==> src/rtl/yutorina_bus_if_pkg.sv <==
// yutorina_bus_if shared constants: FSM state codes, access direction,
// SPM region defaults and timeout counter sizing.
`timescale 1ns/1ps
package yutorina_bus_if_pkg;

  localparam logic [1:0] ST_IDLE   = 2'd0;
  localparam logic [1:0] ST_REQ    = 2'd1;
  localparam logic [1:0] ST_ACCESS = 2'd2;
  localparam logic [1:0] ST_STALL  = 2'd3;

  localparam logic READ  = 1'b1;
  localparam logic WRITE = 1'b0;

  localparam int SPM_ADDR_W_DEF  = 12;
  localparam int SPM_BASE_HI_DEF = 0;

  localparam int TIMEOUT_W = 8;

  // Counter is at least 8 bits, wider only if the limit needs it.
  function automatic int cnt_width(input int tmo);
    if (tmo > 255) return $clog2(tmo + 1);
    return TIMEOUT_W;
  endfunction

endpackage

==> src/rtl/yutorina_bus_if.sv <==
// yutorina_bus_if: IF/MEM access controller. SPM hits complete in zero
// wait cycles; other addresses run a req/grant/strobe/ready bus cycle.
// Ports: clk, rst (async, active high), pipeline side (stall, flush,
// addr, as_, rw, wr_data, rd_data, busy), SPM side (spm_*), external
// bus side (bus_*). Define BUS_TIMEOUT_EN to add the TIMEOUT parameter,
// the ACCESS wait counter and the err pulse output.
`timescale 1ns/1ps
module yutorina_bus_if
  import yutorina_bus_if_pkg::*;
#(
  parameter int ADDR_W      = 30,
  parameter int DATA_W      = 32,
  parameter int SPM_ADDR_W  = SPM_ADDR_W_DEF,
  parameter int SPM_BASE_HI = SPM_BASE_HI_DEF
`ifdef BUS_TIMEOUT_EN
  ,
  parameter int TIMEOUT     = 255
`endif
) (
  input  logic                  clk,
  input  logic                  rst,
  input  logic                  stall,
  input  logic                  flush,
  input  logic [ADDR_W-1:0]     addr,
  input  logic                  as_,
  input  logic                  rw,
  input  logic [DATA_W-1:0]     wr_data,
  output logic [DATA_W-1:0]     rd_data,
  output logic                  busy,
  output logic [SPM_ADDR_W-1:0] spm_addr,
  output logic                  spm_as_,
  output logic                  spm_rw,
  output logic [DATA_W-1:0]     spm_wr_data,
  input  logic [DATA_W-1:0]     spm_rd_data,
  output logic                  bus_req_,
  input  logic                  bus_grnt_,
  output logic [ADDR_W-1:0]     bus_addr,
  output logic                  bus_as_,
  output logic                  bus_rw,
  output logic [DATA_W-1:0]     bus_wr_data,
  input  logic [DATA_W-1:0]     bus_rd_data,
  input  logic                  bus_rdy_
`ifdef BUS_TIMEOUT_EN
  ,
  output logic                  err
`endif
);

  localparam int HI_W = ADDR_W - SPM_ADDR_W;
  localparam logic [HI_W-1:0] BASE_HI =
    HI_W'(SPM_BASE_HI);

  logic [1:0]        r_state;
  logic              r_bus_req_;
  logic              r_bus_as_;
  logic              r_bus_rw;
  logic [ADDR_W-1:0] r_bus_addr;
  logic [DATA_W-1:0] r_bus_wr_data;
  logic [DATA_W-1:0] r_rd_buf;

  logic w_hit;
  logic w_idle;
  logic w_acc;
  logic w_stall;
  logic w_spm_sel;
  logic w_bus_start;
  logic w_rdy;
  logic w_tmo;

  assign w_hit   = addr[ADDR_W-1:SPM_ADDR_W] == BASE_HI;
  assign w_idle  = r_state == ST_IDLE;
  assign w_acc   = r_state == ST_ACCESS;
  assign w_stall = r_state == ST_STALL;

  assign w_spm_sel   = w_idle & ~as_ & w_hit & ~flush;
  assign w_bus_start = w_idle & ~as_ & ~w_hit & ~flush;
  assign w_rdy       = w_acc & ~bus_rdy_;

`ifdef BUS_TIMEOUT_EN
  localparam int CNT_W = cnt_width(TIMEOUT);

  logic [CNT_W-1:0] r_cnt;
  logic             r_err;

  // Abort in the ACCESS cycle that brings the wait count to TIMEOUT.
  assign w_tmo = w_acc & bus_rdy_ &
                 (r_cnt == CNT_W'(TIMEOUT - 1));

  always_ff @(posedge clk or posedge rst) begin
    if (rst) begin
      r_cnt <= '0;
      r_err <= 1'b0;
    end else begin
      r_err <= w_tmo;
      if (r_state == ST_REQ && !flush && !bus_grnt_)
        r_cnt <= '0;
      else if (w_acc && bus_rdy_)
        r_cnt <= r_cnt + CNT_W'(1);
    end
  end

  assign err = r_err;
`else
  assign w_tmo = 1'b0;
`endif

  assign spm_addr    = addr[SPM_ADDR_W-1:0];
  assign spm_as_     = ~w_spm_sel;
  assign spm_rw      = rw;
  assign spm_wr_data = wr_data;

  assign bus_req_    = r_bus_req_;
  assign bus_as_     = r_bus_as_;
  assign bus_rw      = r_bus_rw;
  assign bus_addr    = r_bus_addr;
  assign bus_wr_data = r_bus_wr_data;

  // Busy rises in the launch cycle itself, drops in the ready cycle.
  assign busy = w_bus_start |
                (r_state == ST_REQ) |
                (w_acc & bus_rdy_ & ~w_tmo);

  always_comb begin
    rd_data = '0;
    unique case (1'b1)
      w_spm_sel: rd_data = spm_rd_data;
      w_rdy:     rd_data = bus_rd_data;
      w_stall:   rd_data = r_rd_buf;
      default:   rd_data = '0;
    endcase
  end

  always_ff @(posedge clk or posedge rst) begin
    if (rst) begin
      r_state       <= ST_IDLE;
      r_bus_req_    <= 1'b1;
      r_bus_as_     <= 1'b1;
      r_bus_rw      <= READ;
      r_bus_addr    <= '0;
      r_bus_wr_data <= '0;
      r_rd_buf      <= '0;
    end else begin
      case (r_state)
        ST_IDLE: begin
          if (w_bus_start) begin
            r_bus_addr    <= addr;
            r_bus_rw      <= rw;
            r_bus_wr_data <= wr_data;
            r_bus_req_    <= 1'b0;
            r_state       <= ST_REQ;
          end
        end
        ST_REQ: begin
          // No grant consumed yet, so a flush may still back out.
          if (flush) begin
            r_bus_req_ <= 1'b1;
            r_state    <= ST_IDLE;
          end else if (!bus_grnt_) begin
            r_bus_as_ <= 1'b0;
            r_state   <= ST_ACCESS;
          end
        end
        ST_ACCESS: begin
          r_bus_as_ <= 1'b1;
          if (!bus_rdy_) begin
            r_rd_buf   <= bus_rd_data;
            r_bus_req_ <= 1'b1;
            r_state    <= stall ? ST_STALL : ST_IDLE;
          end else if (w_tmo) begin
            r_bus_req_ <= 1'b1;
            r_state    <= ST_IDLE;
          end
        end
        ST_STALL: begin
          if (!stall) r_state <= ST_IDLE;
        end
        default: r_state <= ST_IDLE;
      endcase
    end
  end

endmodule
==> config.mk <==
export PLATFORM = sky130hd
export DESIGN_NAME = yutorina_bus_if
export DESIGN_NICKNAME = d
export VERILOG_FILES = /design/src/rtl/yutorina_bus_if_pkg.sv /design/src/rtl/yutorina_bus_if.sv
export SDC_FILE = /design/constraint.sdc
export NUM_CORES = 1
export LEC_CHECK = 0
export ABC_AREA = 0
export CAP_MARGIN = 20
export CORE_MARGIN = 1.5
export CORE_UTILIZATION = 35
export CTS_BUF_LIST = sky130_fd_sc_hd__clkbuf_4 sky130_fd_sc_hd__clkbuf_8 sky130_fd_sc_hd__clkbuf_16
export CTS_CLUSTER_DIAMETER = 100
export DETAILED_ROUTE_END_ITERATION = 10
export MAX_ROUTING_LAYER = met4
export PLACE_DENSITY = 0.77
export SYNTH_ARGS = -nofsm -noshare
export SYNTH_HDL_FRONTEND = slang
export SYNTH_SLANG_ARGS = --single-unit
==> constraint.sdc <==
create_clock -name clk -period 3.3 [get_ports clk]
set_clock_uncertainty 0.05 [all_clocks]
set_input_delay 0.66 -clock clk [delete_from_list [all_inputs] [get_ports clk]]
set_output_delay 0.66 -clock clk [all_outputs]
set_load 0.005 [all_outputs]
==> results by group <==
Routing
  • Total wire length: 14300 µm
  • Total number of vias: 3927
  • Remaining DRCs: 0
  • Final antenna-violating net count: 0
  • Routed len/inst: 17.8 µm
  • Detailed Route Iter0 Violations: 93
  • DRT Pass-1 Iters: 4
  • Via density: 4.89

Synthesis
  • Synth Warn #: 0
  • Post-Synth Adder-Cell Area: 0.0125
  • XOR/XNOR Fraction of Synth Area: 0
  • Mapped cell area: 0.00500 mm²
  • Post-synthesis cell type count: 31
  • Asr flop ratio synth: 1.00
  • Post-synth EDFFs: 0
  • Yosys top cell area share: 0.481
  • Register area share after synthesis: 0.496
  • Syn avg cell area: 13.7 µm²
  • Largest family of logic cells by synthesized area: multiplexers
  • Compound-gate portion of the synthesized area: 0.147
  • Synth Flop Type: dfrtp_1
  • Mux share of post-synthesis cell area: 0.210
  • Area leader, netlist: dfrtp_1
  • Syn Nets: 505
  • #FFs+latches synth: 99
  • Synth area leaders: dfrtp_1 (48%), mux2_4 (12%), a22o_1 (8.9%), mux2_2 (8.6%), buf_4 (6.9%)
  • Simple-Gate Fraction of Synth Area: 0.0258
  • Mapped Cells: 366

Clocking
  • Hold-fix buffers at CTS: 0
  • CTS tree: done
  • Sink Count: 99
  • Reg clk slew, reported paths: 70 ps
  • TritonCTS buffer count: 9
  • Clk Latency, worst-skew pair: 340 ps
  • Root cell of the clock tree: clkbuf_16
  • Longest Clk Path Bufs: 2
  • # H-tree levels: 3

Flow run
  • Max Cap Violations: 0

Timing
  • Slew Limit Fails: 0
  • Worst Tran Pin Value: 588 ps
  • Fin crit period: 3280 ps
  • Fin crit share: 0.995
  • Final hold vios: 0
  • RSZ-0062 raised after global routing: yes
  • Fmax: 305 MHz
  • Setup TNS: 0 ps
  • Finish-stage setup viols: 0
  • PnR worst setup slack: 18.1 ps
  • Max_slew headroom: 0.608

Critical path
  • Crit path required time: 2590 ps
  • Critical path class: in -> out
  • RR Endpoint: bus_wr_data[17]
  • Crit. End Element: output pin
  • Worst R2R Start: r_state[0]
  • Crit path max fanout: 4
  • Worst setup SP type: input pin
  • R2R Setup Slk: 1070 ps
  • Worst path arrival time: 2570 ps
  • Worst Reg-to-Reg Cells: 7

Power and ir drop
  • Pleak: 3.90 nW
  • Maximum VDD drop: 0.000440 V
  • PD cells: 696 mW/mm²

Cells and area
  • Share of cells above drive strength 1: 0.268
  • NumNets Final: 757
  • Commonest non-fill, non-tap cell in the layout: clkdlybuf4s50_1
  • Post-Layout Cell Count: 803
  • Area growth from synthesis to layout: 62.1%
  • Leading cell types in the layout, fill and taps excluded: clkdlybuf4s50_1 (227), dfrtp_1 (96), a22o_1 (51)
  • Filler cells: 1131
  • Ant. Diodes: 0

Floorplan
  • Core footprint: 0.0139 mm²
  • Starting Density: 0.359
  • Die height: 123 µm
  • Num ports: 278
  • Rows: 43
  • Die W: 123 µm
  • Die ar.: 0.0150 mm²

Global route
  • Largest net degree at the start of global routing: 58
  • Gr ovfl total: 0
  • GRT Total Usage: 0.194
  • Vias in the first global route: 4208
  • First-pass GRT wire length: 21400 µm
  • Initial antenna violation count: 0

Placed design
  • Number of instances in the placed design: 770
  • Placer Congestion: 0.847
  • I/O Buffers: 277
  • Setup WS pre-CTS: -360 ps
  • Half-perimeter wire length after placement: 10000 µm

Min path
  • Hold WC Path Type: reg -> reg
  • Hold Path Stages: 1
  • Hold Crit Endpoint: bus_addr[22]
  • Hold path start: bus_addr[22]

Run status
  • Status: complete, no violations
[cell usage after synthesis (all sizes together) (2+ instances only)]
library cell	n
mux2	79
a21o	32
inv	4
buf	57
a22o	51
nand2	3
nor2	4
ha	5
dfrtp	96
or4	4
a21oi	3
nor3b	2
nor2b	2
clkbuf	12
dfstp	3
[area by class of cell]
cell class                 count  area, µm²  area share
timing repair buffer         310       3060       0.378
inverter                       4       17.5     0.00216
sequential                    99       2480       0.306
multi-input combinational    194       2020       0.249
clock buffer                  10        233      0.0287
clock inverter                 6       65.1     0.00803
tap                          180        225      0.0278
[worst max-delay path, stage by stage]
cell and delay, ps:
dlygate4sd2_1 250, or4_4 570, nor2_4 140, and3_4 250, buf_4 130, buf_12 100, buf_4 130, a21o_1 110
dlygate4sd2_1 230
[how the worst max path moves through the flow]
stage | cells after the start | startpoint | end
2_1_floorplan | 1 | rst | bus_addr[0]
3_3_place_gp | 7 | addr[25] | rd_data[22]
3_5_place_dp | 7 | addr[25] | rd_data[12]
4_1_cts | 10 | addr[14] | rd_data[16]
5_1_grt | 9 | addr[17] | rd_data[22]
6_report | 9 | addr[14] | rd_data[22]
[flip-flops by register name, summed over array words and instances (netlist names)]
| name | flops |
|---|---|
| r_state | 2 |
| bus_addr | 30 |
| bus_wr_data | 32 |
| bus_req_ | 1 |
| bus_as_ | 1 |
| r_rd_buf | 32 |
| bus_rw | 1 |
[where the power goes]
| group | switching [mW] | internal, mW | leakage [nW] |
|---|---|---|---|
| logic | 0.735 | 1.68 | 2.56 |
| registers | 0.338 | 1.82 | 1.19 |
| clock network | 0.465 | 0.598 | 0.146 |
[routing by layer]
metal	vias up	share of wire	global-route usage
met3	19	0.077	0.0493
met1	1917	0.41	0.218
met2	189	0.49	0.329
met5	-	0	-
met4	0	0.026	0.0836
li1	1802	-	-
[cell families after synthesis]
group                    Yosys count
AND/OR/NAND/NOR                   19
AO/OA/AOI/OAI                     90
buffers and inverters             73
multiplexers                      80
adder cells (fa/ha/maj)            5
flip-flops                        99
[repair_timing]
action                                  CTS  global route
resized for setup                       125             7
pin swaps                                12             1
buffers inserted                         13             1
endpoints found under the hold margin     0             0
cloned                                    4             0
endpoints found under the setup margin   34            11
[per-stage QoR]
stage / utilization / hold slack (ps) / power, mW / instance area [µm²]
after floorplan: - / 431 / 3.30 / 5000
after global placement: 0.550 / 428 / 4.57 / 7660
after detailed placement: 0.550 / 430 / 4.64 / 7660
after CTS: 0.584 / 453 / 5.71 / 8140
after global routing: 0.582 / 472 / 5.98 / 8100
final: 0.582 / 453 / 5.64 / 8100
Note: power is estimated with default switching activity, not from simulation.
